===== src/rtl/timer_scheduler.sv =====
// Shares one down-counting timeout engine among N_REQ requesters.
// Round-robin grant, one interval at a time, one-cycle done pulse on completion.
module timer_scheduler #(
  parameter int N_REQ = 4,
  parameter int CNT_W = 16,
  localparam int ID_W = (N_REQ > 1) ? $clog2(N_REQ) : 1
) (
  input  logic                   clk,
  input  logic                   rst_n,
  input  logic                   enable,
  input  logic [N_REQ-1:0]       req,
  input  logic [N_REQ*CNT_W-1:0] len,
  input  logic                   abort,
  output logic [N_REQ-1:0]       gnt,
  output logic [N_REQ-1:0]       done,
  output logic                   busy,
  output logic [ID_W-1:0]        active_id,
  output logic [CNT_W-1:0]       remaining
);

  typedef enum logic {IDLE, RUN} state_t;

  state_t           state, state_n;
  logic [ID_W-1:0]  ptr, ptr_n;
  logic [N_REQ-1:0] gnt_n, done_n;
  logic             busy_n;
  logic [ID_W-1:0]  id_n;
  logic [CNT_W-1:0] rem_n;

  logic             found;
  logic [ID_W-1:0]  pick;
  logic [CNT_W-1:0] pick_len;
  logic [ID_W-1:0]  ptr_inc;
  int               idx;

  // Round-robin scan starting at ptr, wrapping modulo N_REQ.
  always_comb begin
    found    = 1'b0;
    pick     = '0;
    pick_len = '0;
    idx      = 0;
    for (int k = 0; k < N_REQ; k++) begin
      idx = int'(ptr) + k;
      if (idx >= N_REQ) idx = idx - N_REQ;
      if (!found && req[idx]) begin
        found    = 1'b1;
        pick     = ID_W'(idx);
        pick_len = len[idx*CNT_W +: CNT_W];
      end
    end
  end

  assign ptr_inc = (active_id == ID_W'(N_REQ - 1)) ? '0 : active_id + 1'b1;

  always_comb begin
    state_n = state;
    ptr_n   = ptr;
    gnt_n   = gnt;
    done_n  = '0;
    busy_n  = busy;
    id_n    = active_id;
    rem_n   = remaining;
    case (state)
      IDLE: begin
        gnt_n  = '0;
        busy_n = 1'b0;
        rem_n  = '0;
        if (enable && found) begin
          gnt_n       = '0;
          gnt_n[pick] = 1'b1;
          busy_n      = 1'b1;
          id_n        = pick;
          // A zero-length interval still occupies the engine for one cycle.
          rem_n       = (pick_len == '0) ? CNT_W'(1) : pick_len;
          state_n     = RUN;
        end
      end
      RUN: begin
        if (abort) begin
          gnt_n   = '0;
          busy_n  = 1'b0;
          rem_n   = '0;
          ptr_n   = ptr_inc;
          state_n = IDLE;
        end else if (!enable) begin
          state_n = RUN;
        end else if (remaining == CNT_W'(1)) begin
          gnt_n             = '0;
          busy_n            = 1'b0;
          rem_n             = '0;
          done_n[active_id] = 1'b1;
          ptr_n             = ptr_inc;
          state_n           = IDLE;
        end else begin
          rem_n = remaining - CNT_W'(1);
        end
      end
      default: state_n = IDLE;
    endcase
  end

  always_ff @(posedge clk or negedge rst_n) begin
    if (!rst_n) begin
      state     <= IDLE;
      ptr       <= '0;
      gnt       <= '0;
      done      <= '0;
      busy      <= 1'b0;
      active_id <= '0;
      remaining <= '0;
    end else begin
      state     <= state_n;
      ptr       <= ptr_n;
      gnt       <= gnt_n;
      done      <= done_n;
      busy      <= busy_n;
      active_id <= id_n;
      remaining <= rem_n;
    end
  end

endmodule


===== config.mk =====
export PLATFORM = sky130hd
export DESIGN_NAME = timer_scheduler
export DESIGN_NICKNAME = d
export VERILOG_FILES = /design/src/rtl/timer_scheduler.sv
export SDC_FILE = /design/constraint.sdc
export NUM_CORES = 1
export LEC_CHECK = 0
export CAP_MARGIN = 5
export CORE_MARGIN = 5
export CORE_UTILIZATION = 25
export DETAILED_ROUTE_END_ITERATION = 16
export PLACE_DENSITY_LB_ADDON = 0.05
export SLEW_MARGIN = 15
export SYNTH_ARGS = -nofsm -noshare
export SYNTH_HDL_FRONTEND = slang
export SYNTH_SLANG_ARGS = --single-unit

===== constraint.sdc =====
create_clock -name clk -period 4.8 [get_ports clk]
set_input_delay 0.72 -clock clk [delete_from_list [all_inputs] [get_ports clk]]
set_output_delay 0.72 -clock clk [all_outputs]
set_load 0.05 [all_outputs]

Word-level counts from Yosys, hierarchy flattened
Cells that the tools add are included.

operators by class
  add/sub/neg operators = 9
  $lt $le $gt $ge = 12
  equal/unequal tests = 4
  shift-type cells = 4
  multiplexer cells = 60
  bitwise operators = 1
  reduce and logical (&&, ||, !) cells = 15

operators with widths
  cell                                                   number
  variable part select 64 x 32 -> 16 bit                 4
  two-way mux 16 bit                                     9
  < comparator 32 x 4 -> 1 bit (second input constant)   4
  two-way mux 32 bit                                     4
  two-way mux 4 bit                                      8
  one-hot mux 16 bit (2 select lines)                    1
  two-way mux 1 bit                                      21
  equality test 16 x 1 -> 1 bit (second input constant)  1
  zero test 16 bit                                       1
  two-way mux 2 bit                                      8
  subtractor 16 x 1 -> 16 bit (second input constant)    1
  subtractor 3 x 3 -> 4 bit (second input constant)      3
  >= comparator 3 bit (second input constant)            3
  binary-select mux 1 bit (select 2 bit)                 4
  one-hot mux 4 bit (2 select lines)                     1
  adder 2 x 2 -> 3 bit (second input constant)           2
  logical AND 1 bit                                      6
  < comparator 2 x 3 -> 1 bit (second input constant)    2
  demux 1 bit (select 2 bit)                             2
  >= comparator 2 x 1 -> 1 bit (second input constant)   2
  one-hot mux 1 bit (2 select lines)                     2
  AND reduction 2 bit                                    2
  nonzero test 2 bit                                     2
  subtractor 2 x 3 -> 4 bit (second input constant)      1
  other kinds (9)                                        11

storage, ports and cells
  bits in registers = 30
  input bits = 72
  output and inout port bits = 27
  word-level logic and storage cells = 112

Logic depth before layout (Yosys ltp)
Gate-level depths: netlist of run 1.

  depth in word-level cells = 21
  depth in mapped cells = 17
  mapped depth without buffers = 11

Worst setup path after synthesis of run 1
Ideal clock, no wire load.

  path type = flip-flop to flip-flop
  from = reg ptr[1]
  to = reg remaining[0]
  library setup time = 0.077 ns
  data arrival time = 3.184 ns
  required time = 4.723 ns
  path slack = 1.540 ns
  stages on the path, launching flop included = 17
  path buffers = 5
  period minus slack after synthesis = 3.260 ns
  path through = dfrtp_1 buf_2 inv_1 clkbuf_1 buf_2 ha_1 buf_6 mux4_2 clkinv_1 a21o_1 buf_6 a21oi_1 o32a_1 nand4_1 nor4_1 nand3_1 o21ai_1

on the way
  cells in the longest elaborated chain, start to end = 19
  elaborated cells between the ends (all ways) = 50
  classes of those cells = add/sub (7); order compare (4); shift (4); mux (27); reduce/logical (8)

ends and longest elaborated chain
  element                                                                             RTL line  source
  start, declared                                                                     24        logic [ID_W-1:0] ptr, ptr_n;
  start signal, assigned                                                              113       ptr <= ptr_n;
  parallel branches: the longest is 17 deep, another holds subtractor 3 x 3 -> 4 bit  n/a
  two-way mux 16 bit *                                                                68        if (enable && found) begin
  one-hot mux 16 bit (2 select lines) *                                               63        case (state)
  end signal, assigned                                                                118       remaining <= rem_n;
  end, declared                                                                       18        output logic [CNT_W-1:0] remaining

Mark *: on every way between the ends. The select of a mux whose other input is x is not followed.
A chain may end at the register's enable or synchronous reset.

Final worst setup path of run 1
  from = reg ptr[0]
  to = reg remaining[0]

The elaborated chain is that of the path after synthesis.

==> results of run 1 <==
## final cells by class
class / instances / area share (%)
Clock buffer: 7 / 2.867
Tap cell: 184 / 4.628
Clock inverter: 1 / 0.6036
Sequential cell: 30 / 15.17
Multi-Input combinational cell: 396 / 55.21
Timing Repair Buffer: 104 / 20.62
Inverter: 12 / 0.9054
## path summary, 6_finish.rpt
path                         from           end  slack (ns)  cells past startpoint
setup / recovery           ptr[0]  remaining[0]        0.91                      9
hold reg to reg            gnt[3]        gnt[3]        0.48                      2
setup reg to reg           ptr[0]  remaining[0]        0.91                      9
hold / removal             gnt[3]        gnt[3]        0.48                      2
max in group asynchronous   rst_n        ptr[0]        3.62                      2
min in group asynchronous   rst_n  remaining[7]        0.84                      2
## registers in the layout, summed over array words and instances (netlist names)
name       flops
active_id      2
busy           1
done           4
gnt            4
ptr            2
remaining     16
state          1
## power by group
group	switching [mW]	total, mW	internal [mW]
Sequential	0.149	0.486	0.337
Clock	0.116	0.375	0.259
Combinational	1.66	2.75	1.08
Total	1.93	3.61	1.68
## cells in the mapped netlist, types with 3 or more instances
cell	instances
nor4_1	5
o22ai_1	8
mux4_2	6
and2_1	5
o21ai_0	32
o221ai_1	14
buf_2	6
nor3_1	3
or2_2	4
mux2i_1	58
a211oi_1	5
inv_1	11
buf_4	7
dfrtp_1	30
o32a_1	10
buf_6	8
clkbuf_1	13
nand4_1	3
a21oi_2	3
mux2_2	16
ha_1	11
nand3_1	5
nand2b_1	5
nand2_1	70
a21oi_1	58
o32ai_1	5
nor2_1	37
## logic make-up (layout without fill, tap and decap cells)
| family | after synthesis | count (layout) | share of synthesized area (%) |
|---|---|---|---|
| multiplexers | 83 | 83 | 25.39 |
| AND/OR/NAND/NOR | 145 | 145 | 16.88 |
| XOR/XNOR | 4 | 4 | 0.9307 |
| adder cells (fa/ha/maj) | 11 | 11 | 3.656 |
| flip-flops | 30 | 30 | 19.94 |
| buffers and inverters | 47 | 124 | 7.178 |
| AO/OA/AOI/OAI | 153 | 153 | 26.02 |
## tightest hold or removal path: stages (launching register included)
cell     delay, ns
dfrtp_1       0.34
nand2_1       0.05
o21ai_0       0.06
## stage by stage
step           hold slack, ns  worst slack [ns]
2_1_floorplan          0.4244             1.540
3_3_place_gp           0.4750            0.9868
3_5_place_dp           0.4707            0.8739
4_1_cts                0.4904            0.8441
5_1_grt                0.5255            0.5839
6_report               0.4809            0.9089
## routing by layer
metal  up-vias  track usage, %  share of wire [%]  wire (um)
li1       1915               -                  -          -
met1      1804           20.21                 48       6296
met2       136           23.74                 45       6011
met3        13           2.544                5.7        749
met4         0           3.522                1.3        174
met5         -               0                  0          0
## cell usage in the layout, fill, tap and decap left out, drive strengths merged, types with 3 or more instances in the layout
master / instances
nand2: 71
ha: 11
nor2: 37
clkbuf: 7
nand4: 3
o221ai: 14
and2: 6
nand2b: 5
o22ai: 8
a21oi: 61
mux2i: 60
o21ai: 34
mux2: 17
nor3: 3
nor4: 5
or2: 4
buf: 6
o32a: 10
clkdlybuf4s50: 98
mux4: 6
dfrtp: 30
o32ai: 7
a211oi: 5
inv: 11
nand3: 5
==> reports/results.tsv, run 1 <==
stage	metric	value	unit
synth	dominant cell type by area after synthesis	dfrtp_1	
floorplan	Starting Density	25.71	%
cts	# H-tree levels	2	
worst_hold_path	Hold/Removal Path Class	flop to flop	
synth	Gate Count Post-Synth	473	
floorplan	die area	0.01761	mm^2
route	vias	3868	
route	Residual DRC	0	
cells_and_area	Ant. Diodes	0	
cts	Worst-Skew Late Latency	0.28	ns
sta	RSZ-0062 raised after global routing	no	
worst_setup_path	Most common cell on crit path	mux2i_4	
cts	TritonCTS buffer count	5	
synth	Yosys top cell area share	19.94	%
synth	Net Count, Synth	556	
worst_setup_path	critical-path cell list	buf_4 > mux2i_4 > mux2i_4 > nand2b_1 > a21oi_1 > o32ai_1 > nor4b_1 > nand3_1 > o21ai_1	
cts	CTS Sinks	30	
sta	setup_tns	0	ns
place	RePlAce Congestion	0.7870	
floorplan	Die H	132.7	um
cells_and_area	Multi-input gate area	0.002746	mm^2
floorplan	Die W	132.7	um
global_routing	vias in the first global route	3945	
worst_setup_path	cell family contributing the most delay on the critical path	simple AND/OR/NAND/NOR gates	
synth	Avg Inst Size Synth	7.960	um^2
global_routing	Tot GR Track Use	14.62	%
cts	root buffer cell	clkbuf_16	
route	number of iterations in the first detailed-routing pass	5	
sta	endpoints failing setup	0	
synth	sequential area share after synthesis	19.94	%
synth	Synth Flop Type	dfrtp_1	
cts	hold buffers post-CTS	0	
cells_and_area	fin nets	632	
power_and_ir_drop	static leakage	1.908	nW
sta	worst-margin pin slew	0.9220	ns
sta	f_max	257.0	MHz
worst_setup_path	CP max stage cell	dfrtp_4	
worst_setup_path	nature of the critical path endpoint	flop	
place	Inst Count DP	726	
route	Iter 0 DRT Violations	269	
cts	CTS max path bufs	2	
flow_run	Max-cap violations	0	
synth	asr flop ratio synth	100.0	%
global_routing	pin count of the biggest net entering global routing	53	
worst_setup_path	Setup crit start kind	flop	
cells_and_area	Fill cells	1552	
cts	CTS tree	yes	
place	Post-DP HPWL	10070	um
worst_setup_path	kind of critical path	flop to flop	
sta	min Tclk post-route	3.891	ns
place	Placed Area	0.004802	mm^2
synth	Seq cells post-synth	30	
worst_setup_path	CP max stage delay	0.72	ns
synth	Post-synth EDFFs	0	
synth	dominant cells by area after synthesis	dfrtp_1 20%, mux2i_1 15%, a21oi_1 7.7%	
sta	Final Cycle Share	81.06	%
sta	Final Skew	0.003732	ns
floorplan	Core ar.	0.01464	mm^2
sta	Final Max Slew Viols	0	
power_and_ir_drop	VDD IR max	0.0003042	V
cells_and_area	layout cells sized above 1	9.273	%
route	Final ANT Viol Nets	0	
cells_and_area	final core occ	33.97	%
cells_and_area	Syn-to-layout area delta	32.14	%
synth	Yosys warnings	0	
route	wire per inst	18.03	um
worst_setup_path	Arrival @ worst endpoint	4.04	ns
global_routing	first-pass GRT wire length	21300	um
cells_and_area	post-layout instance area	0.004975	mm^2
global_routing	antenna violations before repair	0	
floorplan	I/O pin count	99	
worst_setup_path	CP max FO	44	
power_and_ir_drop	P per Cell Area	724.8	mW/mm^2
cts	clock slew seen by the registers of the worst setup and hold paths	0.05	ns
floorplan	Site Rows	44	
route	DRT Wirelength	13230	um
synth	count of cell types in the netlist	51	
place	IO buf count	98	
power_and_ir_drop	total power	3.606	mW
cts	post-CTS setup buffer count	0	
cells_and_area	register area	754.5	um^2
sta	Slew HR	38.31	%
worst_setup_path	Critical Path RT	4.95	ns
worst_setup_path	Buf/Inv on CP	1	
sta	final hold violation count	0	
cts	PostCTS Resize Cnt	0	
synth	Syn Std Cell Area	0.003765	mm^2
cells_and_area	Finished Layout Cells	734	
outcome	status	finished clean	
route	Vias per Instance	5.270	
global_routing	global route total overflow	0	
No activity file was read; power rests on OpenSTA's default activity.
==> run 2, diff against run 1 <==
==> constraint.sdc (replaced) <==
create_clock -name clk -period 3.5 [get_ports clk]
set_input_delay 0.525 -clock clk [delete_from_list [all_inputs] [get_ports clk]]
set_output_delay 0.525 -clock clk [all_outputs]
set_load 0.05 [all_outputs]
==> run 2 against run 1 <==
Effect of this change: sequential share of layout area shrank 0.16 points; global-route usage grew 0.061 points; count of clock-buffer cells in the layout shrank 1; cell count grew 1.4%; utilization grew 0.37 points; clock power grew 18%; flip-flop and latch count is the same; clock skew shrank 0.0011 ns; non-clock buffer count grew 10.
==> reports/results.tsv, run 2 (synthesized netlist as in run 1, its figures left out) <==
stage	metric	value	unit
cells_and_area	Syn-to-layout area delta	33.57	%
worst_setup_path	nature of the critical path endpoint	flop	
worst_setup_path	CP Launch Point	ptr[0]	
route	Iter 0 DRT Violations	201	
floorplan	Die H	132.7	um
place	RePlAce Congestion	0.7864	
cells_and_area	Ant. Diodes	0	
cts	TritonCTS buffer count	5	
sta	endpoints failing setup	0	
global_routing	antenna violations before repair	0	
floorplan	I/O pin count	99	
sta	Slew HR	42.13	%
outcome	status	finished clean	
worst_setup_path	reg2reg path depth	11	
cells_and_area	Finished Layout Cells	744	
power_and_ir_drop	P per Cell Area	994.0	mW/mm^2
cells_and_area	post-layout instance area	0.005029	mm^2
floorplan	Die W	132.7	um
worst_hold_path	Hold Crit Start	busy	
cells_and_area	most frequent cells in the layout	98 x clkdlybuf4s50_1, 70 x nand2_1, 58 x mux2i_1, 58 x a21oi_1, 37 x nor2_1	
worst_setup_path	CP max stage cell	mux4_2	
floorplan	Site Rows	44	
cts	CTS Sinks	30	
sta	final worst setup slack	0.3568	ns
cts	post-CTS setup buffer count	0	
worst_setup_path	crit path to	remaining[0]	
worst_setup_path	flop2flop setup slack	0.36	ns
cells_and_area	max reg flops	16	
cts	root buffer cell	clkbuf_16	
floorplan	Starting Density	25.71	%
route	Vias per Instance	5.164	
place	IO buf count	98	
cells_and_area	final core occ	34.34	%
cts	PostCTS Resize Cnt	0	
route	wire per inst	17.82	um
route	Residual DRC	0	
worst_setup_path	Setup crit start kind	flop	
cells_and_area	Top Registers	remaining x16, done x4, gnt x4	
place	DP Worst Slack	0.1819	ns
floorplan	Core ar.	0.01464	mm^2
cells_and_area	fin nets	642	
sta	Final Skew	0.002619	ns
global_routing	global route total overflow	0	
worst_setup_path	Arrival @ worst endpoint	3.30	ns
route	WL met2	6121	um
cells_and_area	Most flops, register	remaining	
worst_setup_path	reg-to-reg critical path startpoint	ptr[0]	
sta	worst-margin pin slew	0.8681	ns
power_and_ir_drop	VDD IR max	0.0004834	V
place	Placed Area	0.004877	mm^2
worst_setup_path	kind of critical path	flop to flop	
route	DR WL met3	624	um
cells_and_area	commonest non-fill, non-tap cell in the layout	clkdlybuf4s50_1	
cells_and_area	Fill cells	1591	
global_routing	pin count of the biggest net entering global routing	59	
sta	f_max	318.2	MHz
route	Final ANT Viol Nets	0	
global_routing	Tot GR Track Use	14.68	%
cells_and_area	layout cells sized above 1	11.07	%
worst_hold_path	Hold/Removal Path Class	flop to flop	
route	uppermost layer routed	met4	
place	Post-DP HPWL	10350	um
sta	Final Max Slew Viols	0	
worst_setup_path	CP max FO	11	
worst_setup_path	Critical Path RT	3.65	ns
place	Inst Count DP	736	
route	vias	3842	
sta	Final Cycle Share	89.80	%
worst_setup_path	critical-path cell list	inv_1 > ha_2 > mux4_2 > clkinv_1 > a21o_1 > buf_4 > nor2_1 > o32ai_1 > nor4b_1 > nand3_1 > o21ai_1	
cts	clock slew seen by the registers of the worst setup and hold paths	0.05	ns
route	DRT Wirelength	13260	um
floorplan	die area	0.01761	mm^2
global_routing	first-pass GRT wire length	21350	um
flow_run	Max-cap violations	0	
worst_setup_path	CP max stage delay	0.57	ns
route	met1 wire length	6392	um
sta	setup_tns	0	ns
route	number of iterations in the first detailed-routing pass	4	
cts	CTS tree	yes	
sta	min Tclk post-route	3.143	ns
cts	hold buffers post-CTS	0	
sta	RSZ-0062 raised after global routing	no	
cts	# H-tree levels	2	
worst_setup_path	end of the worst register-to-register path	remaining[0]	
cts	CTS max path bufs	2	
cts	Worst-Skew Late Latency	0.28	ns
power_and_ir_drop	static leakage	1.944	nW
global_routing	vias in the first global route	3992	
sta	final hold violation count	0	
==> run 2: cell types whose count changed in the layout (fill, tap and decap cells not counted), sizes merged <==
cell      change
bufinv        -1
buf          +10
clkbuf        -1
clkinvlp      +1
clkinv        +1
==> run 2: per-layer routing <==
metal / GRT usage, % / vias up
met3: 2.733 / 8
met5: 0 / -
met4: 2.887 / 0
met2: 24.11 / 107
met1: 20.24 / 1802
li1: - / 1925
==> run 2: power breakdown <==
group          leakage (nW)  internal (mW)  switching [mW]
clock network        0.0729          0.281           0.161
logic                  1.48           1.56            2.40
registers             0.393          0.463           0.129
==> run 2: per-stage QoR <==
stage / hold slack, ns / total power [mW]
final: 0.4886 / 4.998
after global routing: 0.5142 / 5.415
after CTS: 0.4941 / 5.048
after detailed placement: 0.4676 / 4.578
after global placement: 0.4708 / 4.575
after floorplan: 0.2294 / 3.598
==> run 2: how the worst min path moves through the flow <==
stage          cells after the start      endpoint  slack, ns
2_1_floorplan                      0  active_id[0]       0.23
3_3_place_gp                       2          busy       0.47
3_5_place_dp                       2          busy       0.47
4_1_cts                            2          busy       0.49
5_1_grt                            2        gnt[2]       0.51
6_report                           2          busy       0.49
==> run 2: critical path: cells and delay by family, from the launching register on <==
family                   cells  cell delay, ns
AO/OA/AOI/OAI                3            0.87
adder cells (fa/ha/maj)      1            0.42
buffers and inverters        3            0.43
flip-flops                   1            0.41
multiplexers                 1            0.57
AND/OR/NAND/NOR              3            0.32
==> run 2: cell type report <==
cell class / count / area (um^2) / share of cell area [%]
Sequential cell: 30 / 754.5 / 15.00
Clock inverter: 2 / 12.51 / 0.2488
Timing Repair Buffer: 114 / 1101 / 21.90
Inverter: 12 / 45.04 / 0.8957
Clock buffer: 6 / 138.9 / 2.762
Multi-Input combinational cell: 396 / 2746 / 54.62
Tap cell: 184 / 230.2 / 4.578
==> run 3, diff against run 2 <==
--- a/config.mk
+++ b/config.mk
@@ -7,7 +7,8 @@
 export LEC_CHECK = 0
 export CAP_MARGIN = 5
 export CORE_MARGIN = 5
-export CORE_UTILIZATION = 25
+export CORE_UTILIZATION = 45
+export CTS_CLUSTER_SIZE = 20
 export DETAILED_ROUTE_END_ITERATION = 16
 export PLACE_DENSITY_LB_ADDON = 0.05
 export SLEW_MARGIN = 15
==> run 3 against run 2 <==
Effect of this change: critical path depth grew 1; sequential power rose by 3.4%; total power fell by 4.1%; critical endpoint is now remaining[7]; largest cell class unchanged.
==> reports/results.tsv, run 3 (synthesized netlist as in run 1, its figures left out) <==
stage	metric	value	unit
outcome	status	finished clean	
power_and_ir_drop	P per Cell Area	985.7	mW/mm^2
power_and_ir_drop	total power	4.795	mW
cells_and_area	layout cells sized above 1	10.25	%
cts	CTS Sinks	30	
worst_setup_path	Critical Path RT	3.70	ns
worst_setup_path	kind of critical path	flop to flop	
global_routing	global route total overflow	0	
power_and_ir_drop	Net Switching	2.575	mW
worst_setup_path	Setup crit start kind	flop	
cells_and_area	max reg flops	16	
sta	Slew HR	39.60	%
sta	final hold violation count	0	
flow_run	Max-cap violations	0	
cts	hold buffers post-CTS	0	
route	DRT Wirelength	11340	um
worst_setup_path	reg2reg path depth	12	
cells_and_area	Syn-to-layout area delta	29.21	%
floorplan	Die H	101.5	um
sta	Final Cycle Share	91.97	%
floorplan	Starting Density	46.05	%
place	Inst Count DP	653	
power_and_ir_drop	VDD IR max	0.0005391	V
cells_and_area	Top Registers	remaining x16, done x4, gnt x4	
cells_and_area	most frequent cells in the layout	98 x clkdlybuf4s50_1, 70 x nand2_1, 58 x mux2i_1, 58 x a21oi_1, 37 x nor2_1	
cts	CTS tree	yes	
cells_and_area	Most flops, register	remaining	
worst_hold_path	Hold Crit Start	gnt[3]	
power_and_ir_drop	static leakage	1.911	nW
floorplan	I/O pin count	99	
worst_setup_path	end of the worst register-to-register path	remaining[7]	
power_and_ir_drop	clock share of power	7.5	%
cts	root buffer cell	clkbuf_8	
route	number of iterations in the first detailed-routing pass	5	
cts	PostCTS Resize Cnt	0	
place	Post-DP HPWL	8746	um
cts	Worst-Skew Late Latency	0.28	ns
worst_hold_path	hold path endpoint	gnt[3]	
floorplan	Site Rows	33	
cells_and_area	Ant. Diodes	0	
worst_hold_path	Hold/Removal Path Class	flop to flop	
sta	min Tclk post-route	3.219	ns
global_routing	pin count of the biggest net entering global routing	41	
global_routing	antenna violations before repair	0	
cts	TritonCTS buffer count	5	
power_and_ir_drop	Gate power share	79.7	%
cts	post-CTS setup buffer count	0	
global_routing	Tot GR Track Use	21.68	%
worst_setup_path	reg-to-reg critical path startpoint	ptr[0]	
worst_setup_path	CP max FO	36	
route	wire per inst	17.16	um
cells_and_area	Finished Layout Cells	661	
sta	Final Skew	0.005581	ns
worst_setup_path	flop2flop setup slack	0.28	ns
sta	Final Max Slew Viols	0	
cells_and_area	final core occ	59.50	%
global_routing	first-pass GRT wire length	18310	um
route	vias	3961	
floorplan	Die W	101.5	um
place	RePlAce Congestion	0.9237	
floorplan	Core ar.	0.008175	mm^2
power_and_ir_drop	sequential power share	12.8	%
sta	setup_tns	0	ns
cts	clock slew seen by the registers of the worst setup and hold paths	0.06	ns
sta	worst-margin pin slew	0.9031	ns
cts	CTS max path bufs	2	
floorplan	die area	0.01030	mm^2
route	Vias per Instance	5.992	
cells_and_area	commonest non-fill, non-tap cell in the layout	clkdlybuf4s50_1	
sta	f_max	310.7	MHz
cells_and_area	fin nets	638	
sta	RSZ-0062 raised after global routing	no	
cts	# H-tree levels	2	
worst_setup_path	Arrival @ worst endpoint	3.42	ns
worst_hold_path	worst hold stages	2	
sta	Hold WS	0.4928	ns
route	Iter 0 DRT Violations	250	
cells_and_area	Fill cells	746	
route	Residual DRC	0	
sta	endpoints failing setup	0	
power_and_ir_drop	Pint	2.220	mW
worst_setup_path	nature of the critical path endpoint	flop	
route	Final ANT Viol Nets	0	
place	IO buf count	98	
global_routing	vias in the first global route	3720	
power_and_ir_drop	Switching Share	53.71	%
==> run 3: area by class of cell <==
type | instances | area [um^2] | area share [%]
Multi-Input combinational cell | 396 | 2746 | 56.46
Inverter | 12 | 45.04 | 0.9259
Sequential cell | 30 | 754.5 | 15.51
Clock buffer | 7 | 86.33 | 1.775
Clock inverter | 1 | 30.03 | 0.6173
Timing Repair Buffer | 110 | 1071 | 22.02
Tap cell | 105 | 131.4 | 2.701
==> run 3: worst max-delay path by stage <==
stage	startpoint	to	slack, ns	depth (start not counted)
finish	ptr[0]	remaining[7]	0.28	12
global route	ptr[0]	remaining[13]	0.09	10
CTS	ptr[0]	remaining[7]	0.33	12
detailed placement	req[1]	remaining[0]	0.27	10
global placement	req[1]	remaining[0]	0.35	10
floorplan	ptr[1]	remaining[0]	0.24	16
==> run 3: worst max-delay path: stages (launching register included) <==
cell	delay, ns
dfrtp_4	0.52
inv_1	0.11
ha_2	0.37
buf_4	0.36
mux4_2	0.38
nand2b_1	0.21
buf_4	0.24
a21oi_2	0.07
o32ai_2	0.38
nand2_1	0.15
a21oi_1	0.15
nor2_1	0.06
a21oi_1	0.13
==> run 3: metrics by stage <==
step           area, um^2  setup WS (ns)
2_1_floorplan        3765         0.2396
3_3_place_gp         4748         0.3484
3_5_place_dp         4748         0.2683
4_1_cts              4865         0.3256
5_1_grt              4865        0.08579
6_report             4865         0.2811
==> run 3: per-layer routing <==
metal | wire [um] | track usage, % | part of all wire (%) | vias to the layer above
met5 | 0 | 0 | 0 | -
met4 | 216 | 7.157 | 1.9 | 0
met3 | 907 | 3.444 | 8.0 | 17
met2 | 5180 | 34.41 | 46 | 170
met1 | 5037 | 30.08 | 44 | 1850
li1 | - | - | - | 1924
==> run 3: power groups by stage <==
| stage | sequential [mW] | clock, mW | combinational [mW] |
|---|---|---|---|
| 2_1_floorplan | 0.899 | 0 | 2.70 |
| 3_3_place_gp | 0.609 | 0 | 3.75 |
| 3_5_place_dp | 0.611 | 0 | 3.79 |
| 4_1_cts | 0.609 | 0.372 | 3.80 |
| 5_1_grt | 0.630 | 0.389 | 4.15 |
| 6_report | 0.612 | 0.361 | 3.82 |
